$ cat src/rtl/irq_pkg.sv
// Shared types and constants for the machine-mode interrupt controller.
package irq_pkg;

  typedef enum logic [1:0] {
    IDLE    = 2'd0,
    REQ     = 2'd1,
    SERVICE = 2'd2
  } irq_state_e;

  localparam int unsigned MCAUSE_INT_BIT = 31;
  localparam int unsigned IRQ_CODE_BASE  = 16;
  localparam int unsigned IRQ_ID_W       = 4;

endpackage

$ cat src/rtl/irq_controller_prio_enc.sv
// Lowest-index-wins priority encoder over the eligible interrupt set.
module irq_prio_enc
  import irq_pkg::*;
#(
  parameter int unsigned N_IRQ = 16
) (
  input  logic [N_IRQ-1:0]    req,
  output logic                valid,
  output logic [IRQ_ID_W-1:0] id
);

  // Scan from the top down so the lowest set index is the last write.
  always_comb begin
    valid = 1'b0;
    id    = '0;
    for (int i = int'(N_IRQ) - 1; i >= 0; i--) begin
      if (req[i]) begin
        valid = 1'b1;
        id    = IRQ_ID_W'(i);
      end
    end
  end

endmodule

$ cat src/rtl/irq_controller.sv
// Edge-latching, maskable, fixed-priority interrupt source for the M-mode trap path.
module irq_controller
  import irq_pkg::*;
#(
  parameter int unsigned N_IRQ = 16
) (
  input  logic             clk_i,
  input  logic             rst_ni,
  input  logic [N_IRQ-1:0] irq_i,
  input  logic [31:0]      mie_i,
  input  logic             int_ack_i,
  input  logic             mret_i,
  output logic             int_o,
  output logic [31:0]      mcause_o,
  output logic [N_IRQ-1:0] pending_o
);

  irq_state_e          state_q, state_d;
  logic [N_IRQ-1:0]    irq_q;
  logic [N_IRQ-1:0]    pending_q, pending_d;
  logic [N_IRQ-1:0]    rise, eligible, clr;
  logic [IRQ_ID_W-1:0] win_q, win_d, enc_id;
  logic                enc_valid;
  logic                int_d;
  logic [31:0]         mcause_d;
  logic                unused_mie;

  assign unused_mie = ^mie_i[31:N_IRQ];

  assign rise     = irq_i & ~irq_q;
  assign eligible = pending_q & mie_i[N_IRQ-1:0];

  irq_prio_enc #(.N_IRQ(N_IRQ)) u_prio_enc (
    .req   (eligible),
    .valid (enc_valid),
    .id    (enc_id)
  );

  // Next state and next registered outputs; the winner is frozen once committed.
  always_comb begin
    state_d  = state_q;
    int_d    = int_o;
    mcause_d = mcause_o;
    win_d    = win_q;
    clr      = '0;
    unique case (state_q)
      IDLE: begin
        if (enc_valid) begin
          win_d    = enc_id;
          mcause_d = (32'd1 << MCAUSE_INT_BIT) | (32'(IRQ_CODE_BASE) + 32'(enc_id));
          int_d    = 1'b1;
          state_d  = REQ;
        end
      end
      REQ: begin
        if (int_ack_i) begin
          clr     = N_IRQ'(1) << win_q;
          int_d   = 1'b0;
          state_d = SERVICE;
        end
      end
      SERVICE: begin
        if (mret_i) state_d = IDLE;
      end
      default: state_d = IDLE;
    endcase
  end

  // A new edge in the ack cycle survives the clear.
  assign pending_d = (pending_q & ~clr) | rise;

  always_ff @(posedge clk_i or negedge rst_ni) begin
    if (!rst_ni) begin
      state_q   <= IDLE;
      irq_q     <= '0;
      pending_q <= '0;
      win_q     <= '0;
      int_o     <= 1'b0;
      mcause_o  <= '0;
    end else begin
      state_q   <= state_d;
      irq_q     <= irq_i;
      pending_q <= pending_d;
      win_q     <= win_d;
      int_o     <= int_d;
      mcause_o  <= mcause_d;
    end
  end

  assign pending_o = pending_q;

endmodule

$ cat config.mk
export PLATFORM = sky130hd
export DESIGN_NAME = irq_controller
export DESIGN_NICKNAME = d
export VERILOG_FILES = /design/src/rtl/irq_pkg.sv /design/src/rtl/irq_controller_prio_enc.sv /design/src/rtl/irq_controller.sv
export SDC_FILE = /design/constraint.sdc
export NUM_CORES = 1
export LEC_CHECK = 0
export CAP_MARGIN = 20
export CORE_ASPECT_RATIO = 0.9
export CORE_MARGIN = 3
export CORE_UTILIZATION = 39
export CTS_CLUSTER_DIAMETER = 120
export CTS_CLUSTER_SIZE = 30
export DETAILED_ROUTE_END_ITERATION = 16
export HOLD_SLACK_MARGIN = 0.12
export PLACE_DENSITY = 0.76
export SYNTH_ARGS = -nofsm -noshare
export SYNTH_HDL_FRONTEND = slang
export SYNTH_SLANG_ARGS = --single-unit
$ cat constraint.sdc
create_clock -name clk_i -period 1.5 [get_ports clk_i]
set_input_delay 0.3 -clock clk_i [delete_from_list [all_inputs] [get_ports clk_i]]
set_output_delay 0.3 -clock clk_i [all_outputs]
set_load 0.01 [all_outputs]
# After elaboration in Yosys (flattened, before gate mapping)
# Cells that the tools add are included.
word_totals:
  memories: 0
  wordCells: 65
  out_inout_bits: 49
  latch_bits: 0
  romBits: 0
  ram_bits: 0
  reg_bits: 71
op_classes:
  eq_ne: 5
  div_mod_pow: 0
  magnitude_cmp: 0
  shifts: 1
  n_reduce_logical: 5
  addsub: 1
  mul: 0
  muxes: 41
  n_bitwise: 6
ops:
  columns: ["cell", "count"]
  rows:
  - ["$mux W4", 16]
  - ["$and A16 B16 Y16", 3]
  - ["$mux W16", 2]
  - ["$not A16 Y16", 2]
  - ["$mux W1", 18]
  - ["$or A16 B16 Y16", 1]
  - ["$shl A1 B4 Y16 const A", 1]
  - ["$add A5 B4 Y6 const A", 1]
  - ["$mux W2", 3]
  - ["$ne A2 B2 Y1 const B", 3]
  - ["$pmux W2 S3", 1]
  - ["$reduce_and A3 Y1", 2]
  - ["$eq A2 B1 Y1 const B", 1]
  - ["$eq A2 B2 Y1 const B", 1]
  - ["$logic_not A2 Y1", 1]
  - ["$pmux W1 S2", 1]
  - ["$reduce_and A2 Y1", 1]
  - ["$reduce_bool A2 Y1", 1]

# Longest topological paths before layout
# Gate-level depths: netlist of run 1.
depth:
  word_depth: 19
  mapped_depth: 5

# Modules after synthesis
# A second synthesis of run 1 with hierarchy kept.
hier_totals:
  hier_cells: 196
  hier_area_um2: 1969.4
modules_own_cells:
  columns: ["mod", "seq_area_each_um2", "cells_each", "area_per_inst_um2", "n_inst"]
  rows:
  - ["irq_controller", 1001.0, 163, 1790.5, 1]
  - ["irq_prio_enc", 0.0, 33, 178.9, 1]

# Worst setup path after synthesis of run 1
# No wires, ideal clock.
synth_timing:
  path_kind: "reg2reg"
  startpoint: "register pending_q[4] (netlist: pending_o[4])"
  endpoint: "register win_q[2]"
  slack_ns: 0.097
  stages_incl_launch_ff: 6
  t_arrival_ns: 1.284
  t_required_ns: 1.382
  setup_time_ns: 0.118
  cell_sequence: "dfrtp_1 > a22oi_4 > nand4_4 > o21ai_4 > a311oi_1 > a21o_1"
synth_between:
  elab_chain_cells: 7
  word_cells_on_any_way: 12
  classes_between: "10 x mux; 1 x bitwise; 1 x reduce/logical"
synth_rtl:
  columns: ["item", "line_no", "text"]
  rows:
  - ["from (decl)", "irq_controller.sv:20", "logic [N_IRQ-1:0] pending_q, pending_d;"]
  - ["from (signal assigned)", "irq_controller.sv:83", "pending_q <= pending_d;"]
  - ["$and A16 B16 Y16 (*)", "irq_controller.sv:31", "assign eligible = pending_q & mie_i[N_IRQ-1:0];"]
  - ["$mux W1 (5 in a row)", "irq_controller_prio_enc.sv:17", "if (req[i]) begin"]
  - ["$reduce_and A2 Y1 (no line)", null, null]
  - ["to (signal assigned)", "irq_controller.sv:84", "win_q <= win_d;"]
  - ["to (decl)", "irq_controller.sv:22", "logic [IRQ_ID_W-1:0] win_q, win_d, enc_id;"]
# Every way passes the cells marked *; elsewhere a longest branch is shown, timed or not.
# A chain may end at the register's enable or synchronous reset.

# Final worst setup path of run 1
layout_timing:
  startpoint: "register pending_q[13] (netlist: pending_o[13])"
  endpoint: "register win_q[1]"
layout_between:
  elab_chain_cells: 16
  word_cells_on_any_way: 30
  classes_between: "28 x mux; 1 x bitwise; 1 x reduce/logical"
layout_rtl:
  columns: ["item", "line_no"]
  rows:
  - ["$and A16 B16 Y16 (*)", "irq_controller.sv:31"]
  - ["$mux W1 (14 in a row)", "irq_controller_prio_enc.sv:17"]
  - ["$reduce_and A2 Y1 (no line)", null]
# Marked as above.

==> results of run 1 <==
worst max path at each step:
stage	startpoint	to	slack, ns	depth (start not counted)
floorplan	pending_o[4]	win_q[2]	0.1	5
finish	pending_o[13]	win_q[1]	0.04	7
CTS	mcause_o[4]	mcause_o[4]	0.003	1
global placement	mie_i[9]	win_q[1]	-0.23	6
detailed placement	mie_i[9]	win_q[1]	-0.25	6
global route	pending_o[9]	win_q[1]	-0.11	6
through the flow:
stage          power [mW]  setup slack [ns]  hold slack [ns]   util  cells
2_1_floorplan        2.03            0.0975          0.00441      -    210
3_3_place_gp         2.60            -0.234            0.253  0.564    317
3_5_place_dp         2.63            -0.249            0.264  0.564    317
4_1_cts              3.38           0.00330            0.408  0.597    334
5_1_grt              3.66            -0.112            0.419  0.613    336
6_report             3.45            0.0416            0.405  0.613    336
layout by cell type (no fill, tap or decap), drive strengths merged, types with 2 or more instances in the layout:
master,instances
nand3b,2
buf,25
dfrtp,40
clkbuf,6
dlymetal6s2s,7
a21oi,2
dlygate4sd2,17
clkdlybuf4s50,33
nand2b,3
conb,26
o21ai,36
nand4,3
nand3,8
nand2,18
clkinvlp,2
inv,17
a22oi,10
nor2,3
sequential cells by signal, indices dropped and copies added (netlist names):
| name | cells |
|---|---|
| pending_o | 16 |
| int_o | 1 |
| win_q | 3 |
| mcause_o | 2 |
| irq_q | 16 |
| state_q | 2 |
per-layer routing:
layer	track usage	share of wire
met1	0.219	0.43
met2	0.275	0.48
met5	0	0
met3	0.0679	0.086
met4	0.0281	0.0044
where the power goes:
part / switching, mW / total [mW] / internal (mW)
Clock: 0.382 / 0.754 / 0.372
Sequential: 0.181 / 1.44 / 1.26
Combinational: 0.647 / 1.26 / 0.610
Total: 1.21 / 3.45 / 2.24
cells by family after synthesis:
kind of cell	after synthesis
other	1
flip-flops	40
buffers and inverters	44
AND/OR/NAND/NOR	43
AO/OA/AOI/OAI	57
worst max-delay path: cells and delay by family (launching register included):
kind                   cells  cell delay, ns
DFF                        1            0.39
and+or+nand+nor            2            0.23
AOI/OAI and AO/OA          3            0.49
buffers and inverters      2            0.28
repair_timing:
item | 4_1_cts | 5_1_grt
pin swaps | 1 | 9
buffers inserted | 8 | 2
endpoints found under the hold margin | 17 | 0
endpoints found under the setup margin | 22 | 14
gates resized for setup | 23 | 18
hold buffers | 1 | 0
layout make-up:
| type | count | area share |
|---|---|---|
| Multi-Input combinational cell | 126 | 0.279 |
| Inverter | 17 | 0.0226 |
| Clock inverter | 2 | 0.00532 |
| Timing Repair Buffer | 83 | 0.280 |
| Clock buffer | 6 | 0.0292 |
| Tap cell | 62 | 0.0275 |
| Sequential cell | 40 | 0.357 |
==> results.toml, run 1 <==
[min_path]
worstHoldPathType = "reg2reg"
hold_path_depth = 1
hold_start = "irq_q[3]"
min_to = "pending_o[3]"

[cells_and_area]
register_area_um2 = 1010
nets = 325
n_antenna_cell = 0
drive_gt1_frac = 0.215
multi_input_area_um2 = 787
syn2layout_area_growth_pct = 46.1
fillers = 405
fin_area_um2 = 2820

[clocking]
clkTransAtPathRegs_ns = 0.08
tritoncts = "yes"
numCtsBuffers = 5
cts_max_path_buffers = 2
cts_sinks = 40
cts-htree-levels = 2
clk_latency_ns = 0.29
cts-root-buf = "clkbuf_8"

[flow_run]
drv_cap = 0

[worst_setup_path]
arrival_ns = 1.68
worstPathRequired_ns = 1.72
rrSetupSlack_ns = 0.04
cp-start-kind = "flip-flop"
path_common_cell = "buf_6"
path_cells = "buf_6 > a22oi_2 > nand4_2 > o21ai_4 > buf_6 > nand2_1 > o21ai_2"
cpPeakStageDelay_ns = 0.39
worstSetupPathType = "reg2reg"
cp-end-kind = "flip-flop"
rr_startpoint = "pending_o[13]"
worstPathMaxFanout = 4
r2r-end = "win_q[1]"
cp_slowest_cell = "dfrtp_1"
ff2ff_path_depth = 7

[timing]
fmax_ghz = 0.686
setup_viol = 0
period_needed_ns = 1.46
slew_viol_final = 0
fin_crit_sh = 0.972
finClkSkew_ns = 0.00629
tns_ns = 0
finalHoldViolCount = 0
rsz0062_at_grt = "yes"

[grt]
antenna_found_initial = 0
grt-ovfl-total = 0
grtUsageTotal = 0.170
grt_max_degree = 24
grt_pass1_wl_mm = 7.61
grt_pass1_vias = 1591

[yosys]
synth_top_flop_cell = "dfrtp_1"
synth_top_family_by_area = "compound AO/OA/AOI/OAI gates"
synth_top_cell_by_area = "dfrtp_1"
yosys.area_share.simple = 0.118
post_synth.cell_area_avg_um2 = 10.4
synth_area_leaders = "dfrtp_1 52%, buf_4 10%, o21ai_1 7.8%"
synth_mux_area_frac = 0
synth_edf_count = 0
netlist_instances = 185
synthArstFlopShare = 1.00
seq_area_frac_synth = 0.518
synth_adder_area_share = 0
syn_area_um2 = 1930
ys_types = 36
yosys-top-cells-count = "40 x dfrtp_1, 30 x o21ai_1, 27 x buf_4, 18 x nand2_1, 16 x inv_1"
synth_top_area_frac = 0.518
synth.most_common_cell = "dfrtp_1"
ys.warnings.count = 0
synth_compound_area_frac = 0.224
ys_seq_elements = 40
synth_xor_area_frac = 0

[placed_design]
place.gp.congestion = 0.777
place_area_um2 = 2590
port-buffer-count = 58
post-dp-hpwl_mm = 3.61

[floorplanning]
dieHeight_um = 72.8
coreArea_um2 = 4600
die_w_um = 80.2
die-area_um2 = 5840
start_util = 0.420
ios = 101
rows = 23

[detailed_routing]
drc = 0
ant_nets = 0
via_count = 1597
drt_iter0_markers = 66
viasPerCell = 4.75
avgRoutedWirePerCell_um = 14.1
wirelength_mm = 4.73
firstDrtPassIters = 4

[pwr]
p_leak_nw = 1.24
max-vdd-ir-drop_uv = 767
cellPowerDensity_nw_per_um2 = 1220

[outcome]
status = "completed"
No activity file was read; power rests on OpenSTA's default activity.
==> run 2: changes to the inputs <==
--- a/config.mk
+++ b/config.mk
@@ -14,6 +14,7 @@
 export DETAILED_ROUTE_END_ITERATION = 16
 export HOLD_SLACK_MARGIN = 0.12
 export PLACE_DENSITY = 0.76
+export SLEW_MARGIN = 20
 export SYNTH_ARGS = -nofsm -noshare
 export SYNTH_HDL_FRONTEND = slang
 export SYNTH_SLANG_ARGS = --single-unit
==> results of run 2 <==
The final DEF is identical to that of run 1; final timing and power are the same.
